### src/rtl/cpu_defs_pkg.sv
// Shared MIPS core definitions: exception codes, reset/handler vectors and
// the stage-register operation encoding used by the pipeline registers.
package cpu_defs;

  localparam logic [4:0]  EXC_NONE = 5'd0;
  localparam logic [4:0]  EXC_INT  = 5'd0;
  localparam logic [4:0]  EXC_ADEL = 5'd4;
  localparam logic [4:0]  EXC_ADES = 5'd5;
  localparam logic [4:0]  EXC_RI   = 5'd10;
  localparam logic [4:0]  EXC_OV   = 5'd12;

  localparam logic [31:0] RESET_PC_DEF   = 32'h0000_3000;
  localparam logic [31:0] HANDLER_PC_DEF = 32'h0000_4180;
  localparam logic [31:0] NOP            = 32'd0;

  typedef enum logic [1:0] {
    OP_HOLD   = 2'd0,
    OP_ADV    = 2'd1,
    OP_BUBBLE = 2'd2,
    OP_FLUSH  = 2'd3
  } stage_op_e;

  typedef struct packed {
    logic        valid;
    logic [31:0] pc;
    logic [31:0] instr;
    logic        bd;
    logic [4:0]  exccode;
  } slot_t;

  // The earliest stage's exception wins over one found locally.
  function automatic logic [4:0] merge_exc(input logic [4:0] carried,
                                           input logic [4:0] local_code);
    logic [4:0] merged;
    if (carried != EXC_NONE) begin
      merged = carried;
    end else begin
      merged = local_code;
    end
    return merged;
  endfunction

endpackage

### src/rtl/pipe_stage_reg_hold_counter.sv
// Saturating count of consecutive hold cycles with a combinational hang flag
// derived directly from the registered count.
module hold_counter
  import cpu_defs::*;
#(
  parameter int CNT_W      = 8,
  parameter int HANG_LIMIT = 200
) (
  input  logic             clk,
  input  logic             reset,
  input  logic             clr_i,
  output logic [CNT_W-1:0] cnt_o,
  output logic             hang_o
);

  logic [CNT_W-1:0] cnt_q;
  logic [CNT_W-1:0] cnt_d;

  // Next count: clear on any non-hold cycle, otherwise increment up to all-ones.
  always_comb begin
    cnt_d = cnt_q;
    if (clr_i) begin
      cnt_d = {CNT_W{1'b0}};
    end else if (cnt_q == {CNT_W{1'b1}}) begin
      cnt_d = cnt_q;
    end else begin
      cnt_d = cnt_q + {{(CNT_W-1){1'b0}}, 1'b1};
    end
  end

  // Count register with synchronous reset.
  always_ff @(posedge clk) begin
    if (reset) begin
      cnt_q <= {CNT_W{1'b0}};
    end else begin
      cnt_q <= cnt_d;
    end
  end

  assign cnt_o  = cnt_q;
  assign hang_o = (cnt_q >= CNT_W'(HANG_LIMIT));

endmodule

### src/rtl/pipe_stage_reg.sv
// Generic inter-stage pipeline register for the 5-stage MIPS core with
// bubble insertion, exception-code merging, flush-to-handler and hang detection.
module pipe_stage_reg
  import cpu_defs::*;
#(
  parameter int          PAYLOAD_W   = 32,
  parameter logic [31:0] RESET_PC    = RESET_PC_DEF,
  parameter logic [31:0] HANDLER_PC  = HANDLER_PC_DEF,
  parameter bit          KILL_ON_EXC = 1'b1,
  parameter int          CNT_W       = 8,
  parameter int          HANG_LIMIT  = 200
) (
  input  logic                 clk,
  input  logic                 reset,
  input  logic                 req,
  input  logic                 bubble,
  input  logic                 en,
  input  logic                 in_valid,
  input  logic [31:0]          in_pc,
  input  logic [31:0]          in_instr,
  input  logic                 in_bd,
  input  logic [4:0]           in_exccode,
  input  logic [4:0]           local_exc,
  input  logic [PAYLOAD_W-1:0] in_payload,
  output logic                 out_valid,
  output logic [31:0]          out_pc,
  output logic [31:0]          out_instr,
  output logic                 out_bd,
  output logic [4:0]           out_exccode,
  output logic [PAYLOAD_W-1:0] out_payload,
  output logic [CNT_W-1:0]     hold_cnt,
  output logic                 hang
);

  stage_op_e            op_s;
  logic [4:0]           merged_s;
  logic                 kill_s;
  slot_t                slot_q;
  slot_t                slot_d;
  logic [PAYLOAD_W-1:0] payload_q;
  logic [PAYLOAD_W-1:0] payload_d;

  // Resolve the cycle's operation: req > bubble > en > hold.
  always_comb begin
    op_s = OP_HOLD;
    if (req) begin
      op_s = OP_FLUSH;
    end else if (bubble) begin
      op_s = OP_BUBBLE;
    end else if (en) begin
      op_s = OP_ADV;
    end else begin
      op_s = OP_HOLD;
    end
  end

  assign merged_s = merge_exc(in_exccode, local_exc);
  assign kill_s   = KILL_ON_EXC && (merged_s != EXC_NONE);

  // Next slot contents; a bubble keeps pc/bd so EPC and BD stay right for an interrupt.
  always_comb begin
    slot_d    = slot_q;
    payload_d = payload_q;
    case (op_s)
      OP_FLUSH: begin
        slot_d    = '{valid: 1'b0, pc: HANDLER_PC, instr: NOP, bd: 1'b0, exccode: EXC_NONE};
        payload_d = {PAYLOAD_W{1'b0}};
      end
      OP_BUBBLE: begin
        slot_d    = '{valid: 1'b0, pc: in_pc, instr: NOP, bd: in_bd, exccode: EXC_NONE};
        payload_d = {PAYLOAD_W{1'b0}};
      end
      OP_ADV: begin
        slot_d.valid   = in_valid;
        slot_d.pc      = in_pc;
        slot_d.bd      = in_bd;
        slot_d.exccode = merged_s;
        if (kill_s) begin
          slot_d.instr = NOP;
          payload_d    = {PAYLOAD_W{1'b0}};
        end else begin
          slot_d.instr = in_instr;
          payload_d    = in_payload;
        end
      end
      OP_HOLD: begin
        slot_d    = slot_q;
        payload_d = payload_q;
      end
      default: begin
        slot_d    = slot_q;
        payload_d = payload_q;
      end
    endcase
  end

  // Datapath registers with synchronous reset.
  always_ff @(posedge clk) begin
    if (reset) begin
      slot_q    <= '{valid: 1'b0, pc: RESET_PC, instr: NOP, bd: 1'b0, exccode: EXC_NONE};
      payload_q <= {PAYLOAD_W{1'b0}};
    end else begin
      slot_q    <= slot_d;
      payload_q <= payload_d;
    end
  end

  hold_counter #(
    .CNT_W      (CNT_W),
    .HANG_LIMIT (HANG_LIMIT)
  ) u_hold_counter (
    .clk    (clk),
    .reset  (reset),
    .clr_i  (op_s != OP_HOLD),
    .cnt_o  (hold_cnt),
    .hang_o (hang)
  );

  assign out_valid   = slot_q.valid;
  assign out_pc      = slot_q.pc;
  assign out_instr   = slot_q.instr;
  assign out_bd      = slot_q.bd;
  assign out_exccode = slot_q.exccode;
  assign out_payload = payload_q;

endmodule

### config.mk
export PLATFORM = sky130hd
export DESIGN_NAME = pipe_stage_reg
export DESIGN_NICKNAME = d
export VERILOG_FILES = /design/src/rtl/cpu_defs_pkg.sv /design/src/rtl/pipe_stage_reg_hold_counter.sv /design/src/rtl/pipe_stage_reg.sv
export SDC_FILE = /design/constraint.sdc
export NUM_CORES = 1
export LEC_CHECK = 0
export CAP_MARGIN = 20
export CORE_ASPECT_RATIO = 1.5
export CORE_MARGIN = 2
export CORE_UTILIZATION = 30
export DETAILED_ROUTE_END_ITERATION = 10
export PLACE_DENSITY = 0.67
export SLEW_MARGIN = 40
export SYNTH_ARGS = -nofsm -noshare
export SYNTH_HDL_FRONTEND = slang
export SYNTH_SLANG_ARGS = --single-unit
### constraint.sdc
create_clock -name clk -period 2.85 [get_ports clk]
set_clock_uncertainty 0.1 [all_clocks]
set_input_delay 0.7125 -clock clk [delete_from_list [all_inputs] [get_ports clk]]
set_output_delay 0.7125 -clock clk [all_outputs]
set_load 0.05 [all_outputs]
## Yosys cells after proc, flatten, opt, wreduce, memory -nomap -nowiden

Cells that the tools add are included.

| cells by class | value |
|---|---|
| add/sub/neg operators | 1 |
| muxes and demuxes | 8 |
| reductions and logical operators | 6 |
| magnitude comparators | 1 |
| equality and inequality tests | 4 |

Operator list:

| cell | count |
|---|---|
| $pmux W71 S3 | 1 |
| $mux W32 | 2 |
| $pmux W32 S2 | 1 |
| $reduce_bool A5 Y1 | 2 |
| $add A8 B1 Y8 const B | 1 |
| $eq A8 B8 Y1 const B | 1 |
| $ge A8 B8 Y1 const B | 1 |
| $mux W5 | 1 |
| $eq A2 B2 Y1 const B | 2 |
| $mux W2 | 2 |
| $reduce_or A2 Y1 | 2 |
| $eq A2 B1 Y1 const B | 1 |
| $logic_not A2 Y1 | 1 |
| $reduce_bool A2 Y1 | 1 |
| $mux W1 | 1 |

| word-level totals | value |
|---|---|
| register bits | 111 |
| input bits | 113 |
| word-level logic and storage cells | 27 |

## Logic depth before layout (Yosys ltp)

| depth | value |
|---|---|
| depth after elaboration | 6 |
| mapped depth | 9 |
| mapped depth without buffers | 7 |

## Hierarchy

A second synthesis with hierarchy kept.

| unflattened totals | value |
|---|---|
| cell total of the unflattened synthesis | 358 |
| area, all modules | 3,911.3 µm² |

Modules (own cells, without submodules):

| module | sequential area each (µm²) | area an instance (µm²) | cells an instance | times used |
|---|---|---|---|---|
| pipe_stage_reg | 2,062.0 | 3,468.3 | 307 | 1 |
| hold_counter | 160.2 | 442.9 | 51 | 1 |

## Worst setup path before layout

Ideal clock, no wire load.

| timing path | value |
|---|---|
| kind | input port to flip-flop |
| from | input req |
| to | register slot_q, in the netlist out_exccode[2] |
| data arrival time | 2,500 ps |
| setup time | 92 ps |
| required time | 2,658 ps |
| path slack | 158 ps |
| cell stages on the path | 5 |
| cell sequence | or2_2 ha_1 or4b_4 or4_1 o32ai_1 |

| on the way | value |
|---|---|
| longest elaborated chain between the ends | 3 |
| elaborated cells between the ends (all ways) | 6 |
| classes of those cells | eq/ne: 3; mux: 2; reduce/logical: 1 |

RTL lines:

| item | RTL line | source |
|---|---|---|
| start, declared | pipe_stage_reg.sv:15 | `input logic req,` |
| $mux W2 (*) | pipe_stage_reg.sv:46 | `if (req) begin` |
| $eq A2 B1 Y1 or $eq A2 B2 Y1 (tied branches) | pipe_stage_reg.sv:64 | `case (op_s)` |
| $pmux W71 S3 | pipe_stage_reg.sv:64 |  |
| end signal, assigned | pipe_stage_reg.sv:100 | `slot_q <= '{valid: 1'b0, pc: RESET_PC, instr: NOP, bd: 1'b0, exccode: EXC_NONE};` |
| end signal, assigned | pipe_stage_reg.sv:103 | `slot_q <= slot_d;` |
| end, declared | pipe_stage_reg.sv:38 | `slot_t slot_q;` |

Every way passes the cells marked *; elsewhere a longest branch is shown, timed or not.
A chain may end at the register's enable or synchronous reset.

## Worst setup path in the final report

| timing path | value |
|---|---|
| from | input en |
| to | register slot_q, in the netlist out_instr[28] |

| on the way | value |
|---|---|
| longest elaborated chain between the ends | 5 |
| elaborated cells between the ends (all ways) | 8 |
| classes of those cells | eq/ne: 3; mux: 4; reduce/logical: 1 |

RTL lines:

| item | RTL line | source |
|---|---|---|
| start, declared | pipe_stage_reg.sv:17 | `input logic en,` |
| $mux W1 (*) | pipe_stage_reg.sv:50 | `end else if (en) begin` |
| $mux W2 (*) | pipe_stage_reg.sv:48 | `end else if (bubble) begin` |
| $mux W2 (*) | pipe_stage_reg.sv:46 |  |
| $eq A2 B1 Y1 or $eq A2 B2 Y1 (tied branches) | pipe_stage_reg.sv:64 |  |
| $pmux W71 S3 | pipe_stage_reg.sv:64 |  |

Marked as above.

==> flow_results.xml <==
<?xml version="1.0" encoding="UTF-8"?>
<metrics>
  <group name="timing">
    <metric name="finalMaxSlewViolations" unit="">0</metric>
    <metric name="maxClockFrequency" unit="MHz">369.6</metric>
    <metric name="setup_violators_final" unit="">0</metric>
    <metric name="fin_setup_tns" unit="ps">0</metric>
    <metric name="final.period_utilization" unit="%">94.95</metric>
    <metric name="hold_violations" unit="">0</metric>
    <metric name="max_slew.worst_pin.slew" unit="ps">568.2</metric>
    <metric name="worst_slew_margin_rel" unit="%">62.00</metric>
    <metric name="unrepaired_setup_endpoints_after_global_routing" unit="">no</metric>
    <metric name="min_period" unit="ps">2706</metric>
  </group>
  <group name="logic_synthesis">
    <metric name="netlist-cell-type-count" unit="">36</metric>
    <metric name="top_area_cell_type_share_of_the_netlist_area" unit="%">58.44</metric>
    <metric name="async_reset_ff_share" unit="%">0</metric>
    <metric name="synth_fp_nets" unit="">443</metric>
    <metric name="synth_seq_cells" unit="">111</metric>
    <metric name="synth_area" unit="sq um">3802</metric>
    <metric name="yosysMostFrequentCell" unit="">dfxtp_1</metric>
    <metric name="synth_top_cells_by_area" unit="">dfxtp_1 58%, a22o_1 21%, buf_6 1.8%</metric>
    <metric name="synth.largest_area_cell" unit="">dfxtp_1</metric>
    <metric name="post_synth_inst_count" unit="">325</metric>
    <metric name="post_synth_edffs" unit="">0</metric>
    <metric name="postSynthAreaPerCell" unit="sq um">11.70</metric>
    <metric name="cell_types_with_the_highest_counts_after_synthesis" unit="">111 x dfxtp_1, 91 x a22o_1, 15 x clkbuf_1</metric>
    <metric name="yosys_warnings" unit="">0</metric>
    <metric name="ys_dominant_reg_cell" unit="">dfxtp_1</metric>
    <metric name="synth.yosys.seq_area_share" unit="%">58.44</metric>
  </group>
  <group name="finish">
    <metric name="filler_cell_count" unit="">1121</metric>
    <metric name="seqCellArea" unit="sq um">2222</metric>
    <metric name="areaGrowthSynthToFinish" unit="%">75.62</metric>
    <metric name="n_antenna_cell" unit="">0</metric>
    <metric name="multi_input_comb_area" unit="sq um">1428</metric>
    <metric name="post_route_cells_drive_above_1_share" unit="%">7.899</metric>
    <metric name="post_layout_nonfiller_instances" unit="">713</metric>
    <metric name="fin_nets" unit="">670</metric>
  </group>
  <group name="clock_tree">
    <metric name="numClockSinks" unit="">111</metric>
    <metric name="tritoncts" unit="">yes</metric>
    <metric name="htree_levels" unit="">3</metric>
    <metric name="cts.hold.buffers_added" unit="">0</metric>
    <metric name="cts-root-to-sink-buffers" unit="">2</metric>
    <metric name="library_cell_used_as_clock_root_buffer" unit="">clkbuf_16</metric>
    <metric name="worst_skew_pair.late_latency" unit="ps">340</metric>
    <metric name="worst_setup_hold_path_clk_slew" unit="ps">70</metric>
    <metric name="cts_buffers" unit="">9</metric>
  </group>
  <group name="run_status">
    <metric name="run_status" unit="">completed</metric>
  </group>
  <group name="setup_path">
    <metric name="crit_fanout" unit="">8</metric>
    <metric name="arrival_worst_endpoint" unit="ps">2890</metric>
    <metric name="path_buf_inv" unit="">3</metric>
    <metric name="setup.worst_path.end_class" unit="">flop</metric>
    <metric name="slowest_stage" unit="">or4b_4</metric>
    <metric name="worst-setup-path-type" unit="">in2reg</metric>
    <metric name="critPathRequiredTime" unit="ps">3030</metric>
    <metric name="slowest_delay" unit="ps">580</metric>
    <metric name="timing.critical_path.max_delay_family" unit="">simple AND/OR/NAND/NOR gates</metric>
    <metric name="start_kind" unit="">input port</metric>
    <metric name="cp_cell_sequence" unit="">clkdlybuf4s50_1 -&gt; a21oi_2 -&gt; ha_1 -&gt; or4b_4 -&gt; nor4_4 -&gt; buf_6 -&gt; clkbuf_16 -&gt; a22o_1</metric>
  </group>
  <group name="global_route">
    <metric name="grt_remaining_overflow" unit="">0</metric>
    <metric name="wire_length_of_the_first_global_routing_pass" unit="um">17170</metric>
    <metric name="groute.usage.overall" unit="%">16.41</metric>
    <metric name="pin_count_of_the_biggest_net_entering_global_routing" unit="">72</metric>
    <metric name="antenna_violations_before_repair" unit="">0</metric>
    <metric name="first_global_vias" unit="">3370</metric>
  </group>
  <group name="power_and_ir_drop">
    <metric name="p_per_area" unit="nW/um^2">498.0</metric>
    <metric name="logic_gate_share_of_total_power" unit="%">11.0</metric>
    <metric name="netSwitchingPower" unit="uW">743.8</metric>
    <metric name="p_seq_share" unit="%">47.6</metric>
    <metric name="ir_worst_vdd" unit="uV">388.4</metric>
    <metric name="power_report.internal_total" unit="mW">2.582</metric>
    <metric name="share_clk_of_total_power" unit="%">41.4</metric>
    <metric name="cellLeakagePower" unit="nW">2.529</metric>
    <metric name="power.switching_fraction" unit="%">22.36</metric>
  </group>
  <group name="worst_hold_path">
    <metric name="min-delay-path-class" unit="">reg2reg</metric>
  </group>
  <group name="floorplan">
    <metric name="number_of_placement_rows" unit="">50</metric>
    <metric name="dieWidth" unit="um">95.92</metric>
    <metric name="die_area" unit="sq um">13610</metric>
    <metric name="top_level_ports" unit="">225</metric>
    <metric name="core_area" unit="sq um">12450</metric>
    <metric name="initial_utilization" unit="%">30.54</metric>
    <metric name="floorplan.die.height" unit="um">141.9</metric>
  </group>
  <group name="routing">
    <metric name="routed_via_density" unit="">4.935</metric>
    <metric name="remaining_drc_errors" unit="">0</metric>
    <metric name="ant_nets" unit="">0</metric>
    <metric name="wire_per_inst" unit="um">17.03</metric>
    <metric name="detail_route.first_pass.iterations" unit="">5</metric>
    <metric name="routed_wirelength" unit="um">12140</metric>
    <metric name="dr_vias" unit="">3519</metric>
    <metric name="drt-initial-drc-count" unit="">82</metric>
  </group>
  <group name="placement">
    <metric name="port_buffers" unit="">224</metric>
    <metric name="place_congestion" unit="">0.7985</metric>
    <metric name="place.detailed.hpwl" unit="um">8843</metric>
    <metric name="dp.cells" unit="">693</metric>
  </group>
  <group name="run">
    <metric name="cap_violations" unit="">0</metric>
  </group>
</metrics>
## cell usage in the layout (no fill, tap or decap), drive strengths merged
master         instances
nand2                  7
a21oi                 13
a22o                  91
clkbuf                13
a31oi                  6
a41oi                  1
and4                   2
o32ai                  2
or4                    2
nand2b                 1
nor4                   3
or4b                   1
dfxtp                111
nand3b                 1
o21ai                  6
or3b                   1
ha                     5
nor3                  12
nor2                   3
clkinv                 2
o311a                  1
clkdlybuf4s50        222
nand4                  2
nand3                  4
inv                   10
nor2b                  4
dlymetal6s2s           2
a221o                  2
and3                   1
or2                    3
or3                    2
nor4bb                 2
bufinv                 2
buf                   15
a211oi                 2
## per-layer routing
metal,GRT usage (%),wire (um)
met1,17.03,4519
met2,29.00,6190
met3,5.842,1074
met4,7.368,359
met5,0,0
## worst register-to-register path: stages, from the launching register on
cell and delay (ps):
dfxtp_1 460, ha_1 300, and3_1 290, a211oi_1 110
nor3_1 170
## cell families after synthesis
group	after synthesis	share of synthesized area, %
buf+inv	34	4.672
compound gates	124	26.32
fa+ha+maj	5	1.645
simple gates	51	8.918
flops	111	58.44
## stage by stage
stage / power [mW] / instance area [sq um] / utilization [%] / worst slack [ps] / hold slack [ps]
after floorplan: 1.754 / 3802 / - / 157.6 / 573.9
after global placement: 1.981 / 6251 / 50.21 / -255.3 / 349.8
after detailed placement: 1.985 / 6251 / 50.21 / -338.3 / 351.9
after CTS: 3.368 / 6583 / 52.87 / 11.35 / 365.5
after global routing: 3.443 / 6678 / 53.64 / 89.05 / 395.3
final: 3.326 / 6678 / 53.64 / 144.0 / 365.1
## power by group through the flow
stage | Combinational (mW) | Sequential, mW | Clock (mW)
6_report | 0.367 | 1.58 | 1.38
5_1_grt | 0.386 | 1.58 | 1.47
4_1_cts | 0.368 | 1.58 | 1.42
3_5_place_dp | 0.366 | 1.62 | 0
3_3_place_gp | 0.363 | 1.62 | 0
2_1_floorplan | 0.0615 | 1.69 | 0
## timing repair
action / 4_1_cts / 5_1_grt
setup endpoints to repair: 0 / 32
gates resized for setup: 0 / 7
buffers inserted: 0 / 1
## state kept, by name (all words and copies together) (netlist names)
name and flops:
out_valid 1, out_payload 32, out_exccode 5, u_hold_counter.cnt_o 8, out_instr 32, out_pc 32, out_bd 1
## area by class of cell
cell class	count	area share, %
Timing Repair Buffer	241	36.95
Sequential cell	111	33.28
Multi-Input combinational cell	180	21.38
Clock buffer	11	3.635
Tap cell	156	2.923
Clock inverter	5	1.330
Inverter	9	0.5059
## final timing paths
kind	slack [ps]	startpoint	depth (start not counted)	to
setup / recovery	140	en	8	out_instr[28]$_SDFFE_PP0P_
hold / removal	370	out_pc[30]$_SDFFE_PP0P_	2	out_pc[30]$_SDFFE_PP0P_
setup reg to reg	1340	u_hold_counter.cnt_o[1]$_SDFFE_PP0P_	4	u_hold_counter.cnt_o[5]$_SDFFE_PP0P_
hold reg to reg	370	out_pc[30]$_SDFFE_PP0P_	2	out_pc[30]$_SDFFE_PP0P_
Power figures use the tool's default switching activity.
==> variant 1 (config.mk and constraints unchanged) <==
Put a register stage on the outputs `out_valid`, `out_pc`, `out_instr`, `out_bd` and `out_exccode`. The values now appear one clock later. The other outputs are not delayed to match.
--- a/src/rtl/pipe_stage_reg.sv
+++ b/src/rtl/pipe_stage_reg.sv
@@ -116,11 +116,13 @@
     .hang_o (hang)
   );
 
-  assign out_valid   = slot_q.valid;
-  assign out_pc      = slot_q.pc;
-  assign out_instr   = slot_q.instr;
-  assign out_bd      = slot_q.bd;
-  assign out_exccode = slot_q.exccode;
+  always_ff @(posedge clk) begin
+    out_valid   <= slot_q.valid;
+    out_pc      <= slot_q.pc;
+    out_instr   <= slot_q.instr;
+    out_bd      <= slot_q.bd;
+    out_exccode <= slot_q.exccode;
+  end
   assign out_payload = payload_q;
 
 endmodule
Check against the original RTL: not equivalent (Yosys sat finds a counterexample within 4 cycles, from zero or initial values and one cycle with reset high).
==> variant 1 against the original RTL <==
Area after synthesis up 38%; setup slack worse by 0.0092 ns; sequential cell count up 71; total power grew 60%; first-iteration DRC count is 94% higher; count of clock-buffer cells in the layout increased by 8; routed wire length is 14% higher; combinational power rose by 3%; design area increased by 26%.
==> variant 1: results (changes against the original RTL) <==
stage,metric,value,unit,change
timing,relSlewSlack,0.605,,-0.0150
synthesis,ys_types,40,,+11%
detailed_routing,vias,4013,,+14%
detailed_routing,drt_iter0_drc,159,,+94%
final_layout,drive_above_1_share,0.0902,,+0.0112
placed_design,dp_cells,824,,+19%
outcome,status,completed,,
power_and_ir_drop,pwr_density_cell,634,nW/um^2,+27%
placed_design,place_congestion,0.809,,+1.3%
clock_network,htree_levels,4,,+1
placed_design,dp_hpwl,10200,um,+15%
synthesis,ys_top_cells_by_count,"182 x dfxtp_1, 91 x a22o_1, 13 x a21oi_1",,
synthesis,syn_inst,395,,+22%
global_routing,grt_pass1_vias,4186,,+24%
worst_setup_path,reg2reg_from,u_hold_counter.cnt_o[0]$_SDFFE_PP0P_,,
placed_design,placed_area,7800,sq um,+25%
worst_setup_path,critPathTopFamily,buffers and inverters,,
global_routing,grt_pass1_wl,22000,um,+28%
power_and_ir_drop,vdd_ir_drop_max,0.377,mV,-3.0%
global_routing,grt_max_degree,46,,-36%
clock_network,cts_buffers,17,,+8
synthesis,ys_seq_area_frac,0.697,,+0.112
global_routing,grt_use_total,0.149,,-0.0152
hold_path,min_from,slot_q[46]$_SDFFE_PP0P_,,
placed_design,pre_cts_ws,-0.287,ns,+0.0514 ns
detailed_routing,wl_per_cell,16.2,um,-5.2%
## variant 1: cell count changes after synthesis, sizes merged, moves of 2 or more
| cell | delta |
|---|---|
| nor3 | -6 |
| o22ai | +2 |
| a31oi | -2 |
| a211oi | -2 |
| nor2 | +3 |
| or2 | +2 |
| clkbuf | -3 |
| dfxtp | +71 |
## variant 1: report_power, final
part / leakage (nW) / switching, mW / internal, mW
Clock: 0.297 / 1.05 / 1.30
Sequential: 1.47 / 0.0170 / 2.58
Combinational: 1.47 / 0.169 / 0.210
Total: 3.24 / 1.24 / 4.09
## variant 1: logic make-up (layout without fill, tap and decap cells)
group | Yosys count | after routing | share of synthesized area
buf+inv | 33 | 281 | 0.0333
fa+ha+maj | 5 | 5 | 0.0120
simple gates | 51 | 51 | 0.0670
flops | 182 | 182 | 0.697
compound gates | 124 | 124 | 0.191
## variant 1: per-layer routing
| layer | GRT usage | wire length (um) | up-vias | part of all wire |
|---|---|---|---|---|
| li1 | - | - | 1925 | - |
| met1 | 0.162 | 5420 | 1916 | 0.39 |
| met2 | 0.261 | 7180 | 150 | 0.52 |
| met3 | 0.0520 | 907 | 20 | 0.066 |
| met4 | 0.0628 | 301 | 2 | 0.022 |
| met5 | 0 | 13 | - | 0.00094 |
## variant 1: area by class of cell
cell class | count | area (sq um)
inverter | 10 | 37.5
timing repair buffer | 239 | 2430
fill | 1530 | 8790
sequential | 182 | 3640
tap | 213 | 267
clock buffer | 19 | 453
clock inverter | 13 | 150
multi-input combinational | 180 | 1430
## variant 1: final timing paths
kind                                     endpoint  slack [ns]  cells after the start
max                                          hang        0.13                      2
min                             out_pc[8]$_DFF_P_        0.25                      0
max reg2reg  u_hold_counter.cnt_o[1]$_SDFFE_PP0P_        1.30                      4
min reg2reg                     out_pc[8]$_DFF_P_        0.25                      0
==> variant 2 (config.mk and constraints unchanged) <==
Made on the original files. Set the parameter `KILL_ON_EXC` to 1'b0 (it was 1'b1).
--- a/src/rtl/pipe_stage_reg.sv
+++ b/src/rtl/pipe_stage_reg.sv
@@ -6,7 +6,7 @@
   parameter int          PAYLOAD_W   = 32,
   parameter logic [31:0] RESET_PC    = RESET_PC_DEF,
   parameter logic [31:0] HANDLER_PC  = HANDLER_PC_DEF,
-  parameter bit          KILL_ON_EXC = 1'b1,
+  parameter bit          KILL_ON_EXC = 1'b0,
   parameter int          CNT_W       = 8,
   parameter int          HANG_LIMIT  = 200
 ) (
Check against the original RTL: not equivalent (a bounded check fails within 4 cycles, from zero or initial values and one cycle with reset high).
==> variant 2 against the original RTL <==
Area after synthesis down 0.86%; routed wire length down 5.0%; total power up 2.3%; final cell count down 0.28%; design area down 1.7%; sequential cell count unchanged; die area down 0.82%; combinational power up 40%; core utilization down 0.65 points; setup slack better by 0.050 ns; non-clock buffer count down 1; critical path type is now flip-flop to output pin.
==> variant 2: results (changes against the original RTL) <==
stage,metric,value,unit,change
clock_network,ctsResizeCount,0,,unchanged
power_and_ir_drop,p_comb_frac,0.150,,+0.040
worst_setup_path,arrival,1.84,ns,-1.05 ns
power_and_ir_drop,total_power,3.40,mW,+2.3%
power_and_ir_drop,pwr-share-seq,0.474,,-0.002
outcome,status,completed,,
detailed_routing,drt-met1-wl,4250,um,-5.9%
worst_setup_path,reg2reg_slack,1.29,ns,-0.05 ns
synthesis,ys_top_cells_by_count,"111 x dfxtp_1, 92 x a22o_1, 16 x a21oi_1",,
worst_setup_path,cp_slowest_cell,clkdlybuf4s50_1,,
worst_setup_path,crit_fanout,10,,+2
synthesis,synth_compound_area_frac,0.270,,+0.00725
final_layout,drive_above_1_share,0.0703,,-0.00872
worst_setup_path,worstRegToRegCells,4,,unchanged
timing,relSlewSlack,0.620,,about the same
detailed_routing,route.met2.wl,5930,um,-4.2%
worst_setup_path,crit_start,u_hold_counter.cnt_o[4]$_SDFFE_PP0P_,,
worst_setup_path,slowest_delay,0.79,ns,+0.21 ns
synthesis,synth_adder_area_share,0.0166,,+0.000142
synthesis,ys_seq_area_frac,0.589,,+0.00504
global_routing,grt_use_total,0.166,,+0.00172
synthesis,synth_area_leaders,"dfxtp_1 59%, a22o_1 21%, a21oi_1 2.1%",,
placed_design,dp_hpwl,8690,um,-1.8%
worst_setup_path,endpoint,hang,,
detailed_routing,dr.pass1.iters,4,,-1
placed_design,pre_cts_ws,-0.223,ns,+0.116 ns
timing,holdWs,0.371,ns,+0.00590 ns
power_and_ir_drop,p_leak,2.48,nW,-1.8%
synthesis,yosysTopAreaCellShare,0.589,,+0.00504
detailed_routing,wl_per_cell,16.2,um,-4.7%
power_and_ir_drop,vdd_ir_drop_max,0.350,mV,-9.9%
floorplan,core,12400,sq um,-0.50%
worst_setup_path,reg2reg_from,u_hold_counter.cnt_o[0]$_SDFFE_PP0P_,,
detailed_routing,wl,11500,um,-5.0%
global_routing,grt_pass1_vias,3645,,+8.2%
placed_design,place_congestion,0.850,,+6.5%
power_and_ir_drop,power_switching_share,0.252,,+0.0281
detailed_routing,drt_iter0_drc,60,,-27%
placed_design,port_buffers,224,,unchanged
worst_setup_path,critPathTopFamily,buffers and inverters,,
detailed_routing,routed-wl-met3,1060,um,-1.7%
detailed_routing,drt-vias-per-instance,4.88,,-1.0%
timing,finalCritPeriodShare,0.932,,-0.0175
variant 2: cell types whose count changed after synthesis, sizes merged, moves of 3 or more:
| cell | unedited run | this run |
|---|---|---|
| a21oi | 13 | 16 |
| buf | 10 | 17 |
| clkbuf | 15 | 8 |
| nand2 | 7 | 10 |
| nor3 | 12 | 8 |
variant 2: area by class of cell:
type | count | area (sq um)
Clock buffer | 10 | 229
Fill cell | 1095 | 5820
Multi-Input combinational cell | 181 | 1400
Sequential cell | 111 | 2220
Clock inverter | 6 | 76.3
Inverter | 7 | 26.3
Timing Repair Buffer | 240 | 2410
Tap cell | 156 | 195
variant 2: metal layers:
metal,vias up,global-route usage
li1,1682,-
met4,0,0.0722
met2,156,0.294
met3,23,0.0558
met5,-,0
met1,1612,0.175
variant 2: worst register-to-register path, cell delays in order (launching register included):
cell and delay, ns:
dfxtp_1 0.42, ha_1 0.29, and3_1 0.30, a31oi_1 0.11
a311oi_1 0.25
